**config.mk**
```make
export PLATFORM = sky130hd
export DESIGN_NAME = rotation_ascii_encoder_flat
export DESIGN_NICKNAME = d
export VERILOG_FILES = /design/src/rtl/rotation_ascii_encoder_if.sv /design/src/rtl/rotation_ascii_encoder.sv /design/src/flat_wrapper.sv
export SDC_FILE = /design/constraint.sdc
export NUM_CORES = 1
export LEC_CHECK = 0
export ABC_AREA = 1
export CAP_MARGIN = 20
export CELL_PAD_IN_SITES_DETAIL_PLACEMENT = 1
export CELL_PAD_IN_SITES_GLOBAL_PLACEMENT = 2
export CORE_UTILIZATION = 35
export DETAILED_ROUTE_END_ITERATION = 6
export DONT_BUFFER_PORTS = 1
export GPL_TIMING_DRIVEN = 1
export PLACE_DENSITY_LB_ADDON = 0.1
export SLEW_MARGIN = 40
export SYNTH_ARGS = -nofsm -noshare
export SYNTH_HDL_FRONTEND = slang
export SYNTH_SLANG_ARGS = --single-unit
```
**constraint.sdc**
```tcl
create_clock -name clk -period 1.8 [get_ports clk]
set_clock_uncertainty 0.2 [all_clocks]
set_input_delay 0.27 -clock clk [delete_from_list [all_inputs] [get_ports clk]]
set_output_delay 0.27 -clock clk [all_outputs]
set_load 0.05 [all_outputs]
```
**src/rtl/rotation_ascii_encoder_if.sv**
```systemverilog
// Command-in / byte-out bundle for the rotation ASCII encoder.
// The master side is the command source and byte sink; the slave side is the encoder.
interface rotation_ascii_encoder_if #(
  parameter int unsigned STEPS_WIDTH = 10
) ();

  logic                   cmd_ccw;
  logic [STEPS_WIDTH-1:0] cmd_steps;
  logic                   cmd_valid;
  logic                   cmd_ready;
  logic [7:0]             ascii_data;
  logic                   ascii_valid;
  logic                   ascii_ready;
  logic                   range_error;

  modport master (
    output cmd_ccw,
    output cmd_steps,
    output cmd_valid,
    input  cmd_ready,
    input  ascii_data,
    input  ascii_valid,
    output ascii_ready,
    input  range_error
  );

  modport slave (
    input  cmd_ccw,
    input  cmd_steps,
    input  cmd_valid,
    output cmd_ready,
    output ascii_data,
    output ascii_valid,
    input  ascii_ready,
    output range_error
  );

endinterface

```
**src/rtl/rotation_ascii_encoder.sv**
```systemverilog
// Serialises one dial-rotation command into "L"/"R", a zero-suppressed decimal
// step count and LF, converting the count with a bit-serial double-dabble.
module rotation_ascii_encoder #(
  parameter int unsigned STEPS_WIDTH = 10
) (
  input  logic                    clk,
  input  logic                    rst,
  rotation_ascii_encoder_if.slave bus
);

  typedef enum logic [2:0] {
    StIdle,
    StConvert,
    StEmitDir,
    StEmitDigits,
    StEmitLf
  } state_e;

  localparam logic [7:0] CharL  = 8'h4C;
  localparam logic [7:0] CharR  = 8'h52;
  localparam logic [7:0] CharLf = 8'h0A;

  state_e      state_q;
  logic        ccw_q;
  logic [9:0]  bin_q;
  logic [11:0] bcd_q;
  logic [3:0]  cnt_q;
  logic [1:0]  dig_q;
  logic        cmd_ready_q;
  logic        ascii_valid_q;
  logic [7:0]  ascii_data_q;
  logic        range_error_q;

  logic        over_range;
  logic [9:0]  steps_clamped;
  logic [11:0] bcd_adj;
  logic [21:0] dd_shifted;
  logic [11:0] bcd_d;
  logic [9:0]  bin_d;
  logic        transfer;

  assign over_range    = bus.cmd_steps > STEPS_WIDTH'(999);
  assign steps_clamped = over_range ? 10'd999 : bus.cmd_steps[9:0];
  assign transfer      = ascii_valid_q && bus.ascii_ready;

  // One double-dabble iteration: add 3 to any digit >= 5, then shift in the next binary bit.
  always_comb begin
    bcd_adj = bcd_q;
    for (int i = 0; i < 3; i++) begin
      if (bcd_q[i*4 +: 4] >= 4'd5) begin
        bcd_adj[i*4 +: 4] = bcd_q[i*4 +: 4] + 4'd3;
      end
    end
    dd_shifted = {bcd_adj, bin_q} << 1;
    bcd_d      = dd_shifted[21:10];
    bin_d      = dd_shifted[9:0];
  end

  function automatic logic [7:0] digit_char(input logic [3:0] d);
    return {4'h3, d};
  endfunction

  always_ff @(posedge clk or posedge rst) begin
    if (rst) begin
      state_q       <= StIdle;
      ccw_q         <= 1'b0;
      bin_q         <= '0;
      bcd_q         <= '0;
      cnt_q         <= '0;
      dig_q         <= '0;
      cmd_ready_q   <= 1'b1;
      ascii_valid_q <= 1'b0;
      ascii_data_q  <= 8'h00;
      range_error_q <= 1'b0;
    end else begin
      unique case (state_q)
        StIdle: begin
          if (bus.cmd_valid && cmd_ready_q) begin
            ccw_q       <= bus.cmd_ccw;
            bin_q       <= steps_clamped;
            bcd_q       <= '0;
            cnt_q       <= '0;
            cmd_ready_q <= 1'b0;
            state_q     <= StConvert;
            if (over_range) begin
              range_error_q <= 1'b1;
            end
          end
        end

        StConvert: begin
          bcd_q <= bcd_d;
          bin_q <= bin_d;
          cnt_q <= cnt_q + 4'd1;
          if (cnt_q == 4'd9) begin
            state_q       <= StEmitDir;
            ascii_valid_q <= 1'b1;
            ascii_data_q  <= ccw_q ? CharL : CharR;
          end
        end

        // Leading-zero suppression picks the first digit to present.
        StEmitDir: begin
          if (transfer) begin
            state_q <= StEmitDigits;
            if (bcd_q[11:8] != 4'd0) begin
              dig_q        <= 2'd2;
              ascii_data_q <= digit_char(bcd_q[11:8]);
            end else if (bcd_q[7:4] != 4'd0) begin
              dig_q        <= 2'd1;
              ascii_data_q <= digit_char(bcd_q[7:4]);
            end else begin
              dig_q        <= 2'd0;
              ascii_data_q <= digit_char(bcd_q[3:0]);
            end
          end
        end

        StEmitDigits: begin
          if (transfer) begin
            if (dig_q == 2'd0) begin
              state_q      <= StEmitLf;
              ascii_data_q <= CharLf;
            end else if (dig_q == 2'd2) begin
              dig_q        <= 2'd1;
              ascii_data_q <= digit_char(bcd_q[7:4]);
            end else begin
              dig_q        <= 2'd0;
              ascii_data_q <= digit_char(bcd_q[3:0]);
            end
          end
        end

        StEmitLf: begin
          if (transfer) begin
            state_q       <= StIdle;
            ascii_valid_q <= 1'b0;
            ascii_data_q  <= 8'h00;
            cmd_ready_q   <= 1'b1;
          end
        end

        default: begin
          state_q       <= StIdle;
          ascii_valid_q <= 1'b0;
          ascii_data_q  <= 8'h00;
          cmd_ready_q   <= 1'b1;
        end
      endcase
    end
  end

  assign bus.cmd_ready   = cmd_ready_q;
  assign bus.ascii_valid = ascii_valid_q;
  assign bus.ascii_data  = ascii_data_q;
  assign bus.range_error = range_error_q;

endmodule

```
**src/flat_wrapper.sv**
```systemverilog
// flat-port wrapper written by rule: the top's interface ports become plain ports
module rotation_ascii_encoder_flat 
#(
  parameter int unsigned STEPS_WIDTH = 10
)
  (clk, rst, bus_cmd_ccw, bus_cmd_steps, bus_cmd_valid, bus_cmd_ready, bus_ascii_data, bus_ascii_valid, bus_ascii_ready, bus_range_error);
  rotation_ascii_encoder_if #(.STEPS_WIDTH(STEPS_WIDTH)) bus_i ();
  input  logic clk;
  input  logic rst;
  input wire logic [$bits(bus_i.cmd_ccw)-1:0] bus_cmd_ccw;
  input wire logic [$bits(bus_i.cmd_steps)-1:0] bus_cmd_steps;
  input wire logic [$bits(bus_i.cmd_valid)-1:0] bus_cmd_valid;
  output wire logic [$bits(bus_i.cmd_ready)-1:0] bus_cmd_ready;
  output wire logic [$bits(bus_i.ascii_data)-1:0] bus_ascii_data;
  output wire logic [$bits(bus_i.ascii_valid)-1:0] bus_ascii_valid;
  input wire logic [$bits(bus_i.ascii_ready)-1:0] bus_ascii_ready;
  output wire logic [$bits(bus_i.range_error)-1:0] bus_range_error;
  assign bus_i.cmd_ccw = bus_cmd_ccw;
  assign bus_i.cmd_steps = bus_cmd_steps;
  assign bus_i.cmd_valid = bus_cmd_valid;
  assign bus_cmd_ready = bus_i.cmd_ready;
  assign bus_ascii_data = bus_i.ascii_data;
  assign bus_ascii_valid = bus_i.ascii_valid;
  assign bus_i.ascii_ready = bus_ascii_ready;
  assign bus_range_error = bus_i.range_error;
  rotation_ascii_encoder #(.STEPS_WIDTH(STEPS_WIDTH)) u_core (.clk(clk), .rst(rst), .bus(bus_i));
endmodule
```
==> results of run 1 <==
[cell usage after synthesis, drive strengths merged, types with 4 or more instances]
cell	n	area, µm²
ha	10	125
buf	5	36.3
o21ai	37	185
dfrtp	41	1030
nand2	101	384
nor3	4	20.0
o211ai	4	30.0
o22ai	5	31.3
nor2	22	100
inv	42	158
a21oi	14	70.1
nand3	25	143
[per-layer routing]
metal / track usage (%) / up-vias
met5: 0 / -
met1: 25.2 / 1037
met4: 5.96 / 0
met3: 3.36 / 6
met2: 35.5 / 24
li1: - / 1084
[power groups by stage]
stage / sequential [µW] / combinational [µW] / clock, µW
final: 1940 / 3030 / 751
after global routing: 1980 / 3510 / 813
after CTS: 1930 / 2910 / 781
after detailed placement: 1940 / 2860 / 0
after global placement: 1930 / 2810 / 0
after floorplan: 1930 / 1940 / 0
[through the flow]
step                hold WS (ns)  cell area [µm²]  power (µW)  TNS (ns)
floorplan                  0.191             2360        3880         0
global placement         -0.0261             2570        4730         0
detailed placement       -0.0202             2570        4800         0
CTS                       0.0372             2810        5610         0
global route              0.0903             2870        6310   -0.0103
finish                    0.0585             2870        5720         0
[worst reg2reg max path, cell delays in order, from the launching register on]
cell     delay, ns
dfrtp_2       0.47
inv_2         0.11
nand2_1       0.09
nor2_4        0.13
nand3_4       0.12
nand2_2       0.13
inv_2         0.11
nand2_1       0.08
o21ai_0       0.09
[area by class of cell]
| type | instances | share of cell area, % |
|---|---|---|
| clock buffer | 7 | 2.66 |
| clock inverter | 1 | 1.05 |
| inverter | 42 | 5.58 |
| multi-input combinational | 226 | 40.1 |
| sequential | 42 | 36.7 |
| tap | 77 | 3.36 |
| timing repair buffer | 32 | 10.5 |
[logic make-up after synthesis]
kind of cell	synth area share (%)
buffers and inverters	8.22
AO/OA/AOI/OAI	14.0
AND/OR/NAND/NOR	27.7
flip-flops	44.6
adder cells (fa/ha/maj)	5.31
other	0.159
[path summary, 6_finish.rpt]
path,start,to,depth (start not counted)
worst max-delay path,u_core.state_q[1],u_core.cnt_q[0],8
worst min-delay path,bus_cmd_valid,u_core.bus.cmd_ready,4
worst max register to register,u_core.state_q[1],u_core.cnt_q[0],8
worst min register to register,u_core.cnt_q[3],u_core.cnt_q[3],1
max in group asynchronous,rst,u_core.bus.cmd_ready,3
min in group asynchronous,rst,u_core.bcd_q[5],2
[repair_timing]
action	CTS	global route
setup buffers	0	2
setup endpoints to repair	0	27
hold buffers	13	0
resized for setup	0	19
hold endpoints to repair	25	0
[flip-flops by register name, summed over array words and instances (netlist names)]
name	flops
u_core.bus.range_error	1
u_core.bus.cmd_ready	1
u_core.bus.ascii_valid	1
u_core.bcd_q	12
u_core.state_q	3
u_core.bus.ascii_data	7
u_core.ccw_q	1
u_core.bin_q	10
u_core.cnt_q	4
u_core.dig_q	2
==> metrics.txt, run 1 <==
Clk Latency, worst-skew pair=about 0.30 ns; Largest delay share family, worst path=simple AND/OR/NAND/NOR gates; vias in the first global route=between 2,000 and 2,500; clock buffer count from CTS=5; largest net degree at the start of global routing=30; critical path class=flop to flop; per-cell routed wire length=14.8 µm; uppermost layer routed=met4; share of layout cells above drive strength 1=between 10% and 20%; Inst Count DP=around 400; number of synthesized flops with an enable pin=0; most frequent cells in the layout=nand2_1 (96), dfrtp_1 (39), inv_1 (35); WP buf/inv=2; synth unique cells=26; Ys Warns=0; WP data required=1.77 ns; synthesized area=around 2400 µm²; endpoint class of the critical path=flop; register area=approximately 1100 µm²; Clk pwr share=13.1%; Initial DRT Pass Iterations=7; VDD IR-drop max=~920 µV; Syn Nets=340; power density cells=1990 nW/µm²; Min Clock Period, post-route=1.66 ns; CTS tree=done; P&R area growth vs syn=21.8%; FP Rows=29; RePlAce Congestion=approximately 0.76; # clock sinks=between 40 and 50; Die ar.=between 7000 and 8000 µm²; CP Max Fanout=9; post-route ant nets=0; status=finished, violations left; # DRC=2; crit-path cells=inv_2 -> nand2_1 -> nor2_4 -> nand3_4 -> nand2_2 -> inv_2 -> nand2_1 -> o21ai_0; wl on met1=roughly 3.1 mm; Remaining Overflow, GRT=0; area taken by multi-input logic gates=roughly 1200 µm²; final setup vio count=0; FF+latch count, synth=42; setup ws final=roughly 0.14 ns; starting density of the core=between 30% and 40%; Power Internal=around 2900 µW; Critical Path Max Stage Delay=approximately 0.47 ns; Vias=roughly 2,200; worst min path class=input pin to flop; Syn Inst Count=315; Data arrival, critical path=~1.6 ns; Die Width=around 84 µm; failing checks=DRC; LEAKAGE=0.00146 µW; Worst slew margin=around three fifths; Comb pwr share=a little over half; Seq pwr share=33.9%; fin cells=~430; max-cap viol count=0; most common cell after layout, fill and taps aside=nand2_1; die height=roughly 84 µm; final WL=between 6 and 7 mm; vias per inst=roughly 5.0; fmax=0.604 GHz; initial antenna violation count=0; final hold viol count=0; dominant synthesized flop cell=dfrtp_1; Fillers=around 790; H-tree levels=2; met3 wire len=approximately 140 µm; port bufs=0; CP startpoint kind=flop; Worst-Margin Slew=roughly 0.59 ns; Root Buffer=clkbuf_8; met2 wire length=3.02 mm; global-route wire length before repair=about 11 mm; Clock Pin Slew Worst Setup and Hold Paths=about 0.080 ns; sequential-to-total area share from yosys stat=approximately 45%; Final Core Density=roughly 45%; syn avg cell area=approximately 7.5 µm²; async set or reset register ratio after synthesis=100%; Setup WS pre-CTS=around 0.051 ns; sw frac=around half; core area=around 6400 µm²; post-DP HPWL=between 4 and 5 mm; Max Root-Sink Buffers=2; Final Slew Violations=0; # IOs=26; critical path's slowest cell=dfrtp_2; Worst R2R Setup Slack=between 0.1 and 0.15 ns; Initial DRC Count=~130; # nets final=roughly 370; antenna diode instance count=0; final period utilization=around 92%; RSZ-0062 raised after global routing=true; gr usage total=about a fifth; net load switching power=approximately 2800 µW
(Power assumes the default switching activity.)
==> run 2, diff against run 1 <==
--- a/config.mk
+++ b/config.mk
@@ -9,7 +9,7 @@
 export CAP_MARGIN = 20
 export CELL_PAD_IN_SITES_DETAIL_PLACEMENT = 1
 export CELL_PAD_IN_SITES_GLOBAL_PLACEMENT = 2
-export CORE_UTILIZATION = 35
+export CORE_UTILIZATION = 36
 export DETAILED_ROUTE_END_ITERATION = 6
 export DONT_BUFFER_PORTS = 1
 export GPL_TIMING_DRIVEN = 1
==> run 2 against run 1 <==
  * The flow now finishes without violations
  * Setup slack got worse by 0.0032 ns
  * Register-to-register slack barely moved
  * Core utilization rose by 0.43 points
  * Sequential share of layout area grew 0.064 points
  * Routed wire length fell by 1.7%
  * Die area is 2.7% lower
  * Worst hold slack improved by 0.019 ns
  * Critical path depth is 1 lower
  * Critical endpoint is now u_core.bcd_q[10]
==> metrics.txt, run 2 (synthesis results as in run 1) <==
status=complete, no violations; endpoint class of the critical path=flop; WP data required=1.78 ns (about the same); worst min path class=input pin to flop; # IOs=26 (unchanged); final setup vio count=0 (unchanged); most common cell after layout, fill and taps aside=nand2_1; die height=82.9 µm (-1.4%); CTS tree=done; Root Buffer=clkbuf_8; GRT busiest layer=met2; Fillers=790 (-0.13%); per-cell routed wire length=14.5 µm (-1.9%); FP Rows=29 (unchanged); max-cap viol count=0 (unchanged); Vias=2,111 (-1.9%); Max Root-Sink Buffers=2 (unchanged); vias in the first global route=2,351 (-2.3%); met3 Track Usage GR=2.68% (-0.68 points); final WL=6.19 mm (-1.7%); Final Slew Violations=0 (unchanged); CP Max Fanout=4 (-5); Remaining Overflow, GRT=0 (unchanged); Die ar.=6880 µm² (-2.7%); Largest register FFs=12 (unchanged); final period utilization=92.2% (+0.18 points); largest net degree at the start of global routing=43 (+43%); RePlAce Congestion=0.817 (+7.6%); initial antenna violation count=0 (unchanged); total power draw=5680 µW (-0.74%); P&R area growth vs syn=21.5%; Min Clock Period, post-route=1.66 ns (+0.00320 ns); # nets final=376 (+0.53%); VDD IR-drop max=882 µV (-4.4%); Most flops, register=u_core.bcd_q; Initial DRT Pass Iterations=4 (-3); port bufs=0 (unchanged); final hold viol count=0 (unchanged); core area=6350 µm² (-1.1%); vias per inst=4.93 (-2.1%); Layout Cell Area excl Fill=2870 µm² (-0.17%); post-route ant nets=0 (unchanged); Data arrival, critical path=1.64 ns (about the same); power density cells=1980 nW/µm² (-0.57%); clock buffer count from CTS=5 (unchanged); WHS=0.0772 ns (+0.0187 ns); # clock sinks=42 (unchanged); # DRC=0 (-2); Die Width=82.9 µm (-1.4%); fmax=0.603 GHz (-0.19%); critical path class=flop to flop; RSZ-0062 raised after global routing=false; Initial DRC Count=76 (-39%); global routing met2 resource utilization=33.5% (-2.0 points); global-route wire length before repair=11.0 mm (-2.6%); share of layout cells above drive strength 1=14.5% (-0.33 points); post-DP HPWL=4.61 mm (-1.6%); most frequent cells in the layout=nand2_1 (98), dfrtp_1 (39), inv_1 (35); gr usage total=19.8% (-0.35 points); TNS Setup=0 ns (unchanged); GRT met1 Usage=26.4% (+1.2 points); H-tree levels=2 (unchanged); starting density of the core=37.1% (+0.42 points); dpl cell area=2590 µm² (+0.58%); antenna diode instance count=0 (unchanged); LEAKAGE=0.00147 µW (+0.86%); Clk Latency, worst-skew pair=0.30 ns (about the same); CP startpoint kind=flop; Clock Pin Slew Worst Setup and Hold Paths=0.08 ns (about the same)
==> run 2: metal layers <==
layer / vias up / part of all wire (%) / wire [µm]
li1: 1080 / - / -
met1: 1008 / 51 / 3130
met2: 16 / 46 / 2870
met4: 0 / 1.5 / 91
met5: - / 0 / 0
met3: 7 / 1.6 / 100
==> run 2: critical path, stage by stage, from the launching register on <==
cell	delay (ns)
dfrtp_1	0.39
inv_1	0.10
ha_1	0.20
or2_2	0.32
nand2_2	0.10
a21oi_1	0.06
o21ai_0	0.07
o21ai_0	0.10
==> run 2: final cells by class <==
cell class / instances / area, µm² / area share, %
clock inverters: 1 / 30.0 / 1.05
flip-flops and latches: 42 / 1050 / 36.8
repair buffers: 34 / 313 / 10.9
clock buffers: 6 / 82.6 / 2.88
inverters: 42 / 158 / 5.50
well taps: 77 / 96.3 / 3.36
multi-input cells: 226 / 1130 / 39.5
==> run 2: what timing repair did <==
item | 4_1_cts | 5_1_grt
hold endpoints to repair | 54 | 0
hold buffers | 13 | 0
resized for setup | 0 | 10
setup buffers | 0 | 2
endpoints found under the setup margin | 0 | 12
==> run 2: final timing paths <==
path / startpoint / endpoint / slack [ns] / cells after the start
setup / recovery: u_core.bcd_q[8] / u_core.bcd_q[10] / 0.14 / 7
hold / removal: bus_cmd_steps[6] / u_core.bus.range_error / 0.08 / 4
setup reg to reg: u_core.bcd_q[8] / u_core.bcd_q[10] / 0.14 / 7
hold reg to reg: u_core.cnt_q[3] / u_core.cnt_q[3] / 0.27 / 1
max in group asynchronous: rst / u_core.bus.cmd_ready / 0.87 / 3
min in group asynchronous: rst / u_core.bcd_q[0] / 0.25 / 3
==> run 2: where the power goes <==
group,leakage (µW),internal [µW],switching [µW],total [µW]
Combinational,0.000874,1100,1880,2970
Clock,0.0000573,444,336,781
Sequential,0.000536,1370,558,1920
==> run 2: through the flow <==
step	utilization [%]	cells	setup slack, ns
global route	45.1	428	0.00123
detailed placement	40.7	406	0.0644
CTS	44.6	426	0.0410
global placement	40.7	406	0.112
finish	45.1	428	0.141
floorplan	-	315	0.0632
==> run 3, diff against run 2 <==
--- a/config.mk
+++ b/config.mk
@@ -6,7 +6,6 @@
 export NUM_CORES = 1
 export LEC_CHECK = 0
 export ABC_AREA = 1
-export CAP_MARGIN = 20
 export CELL_PAD_IN_SITES_DETAIL_PLACEMENT = 1
 export CELL_PAD_IN_SITES_GLOBAL_PLACEMENT = 2
 export CORE_UTILIZATION = 36
@@ -14,7 +13,7 @@
 export DONT_BUFFER_PORTS = 1
 export GPL_TIMING_DRIVEN = 1
 export PLACE_DENSITY_LB_ADDON = 0.1
-export SLEW_MARGIN = 40
+export SLEW_MARGIN = 20
 export SYNTH_ARGS = -nofsm -noshare
 export SYNTH_HDL_FRONTEND = slang
 export SYNTH_SLANG_ARGS = --single-unit
==> results of run 3 <==
Final layout, timing and power as in run 2 (identical DEF).
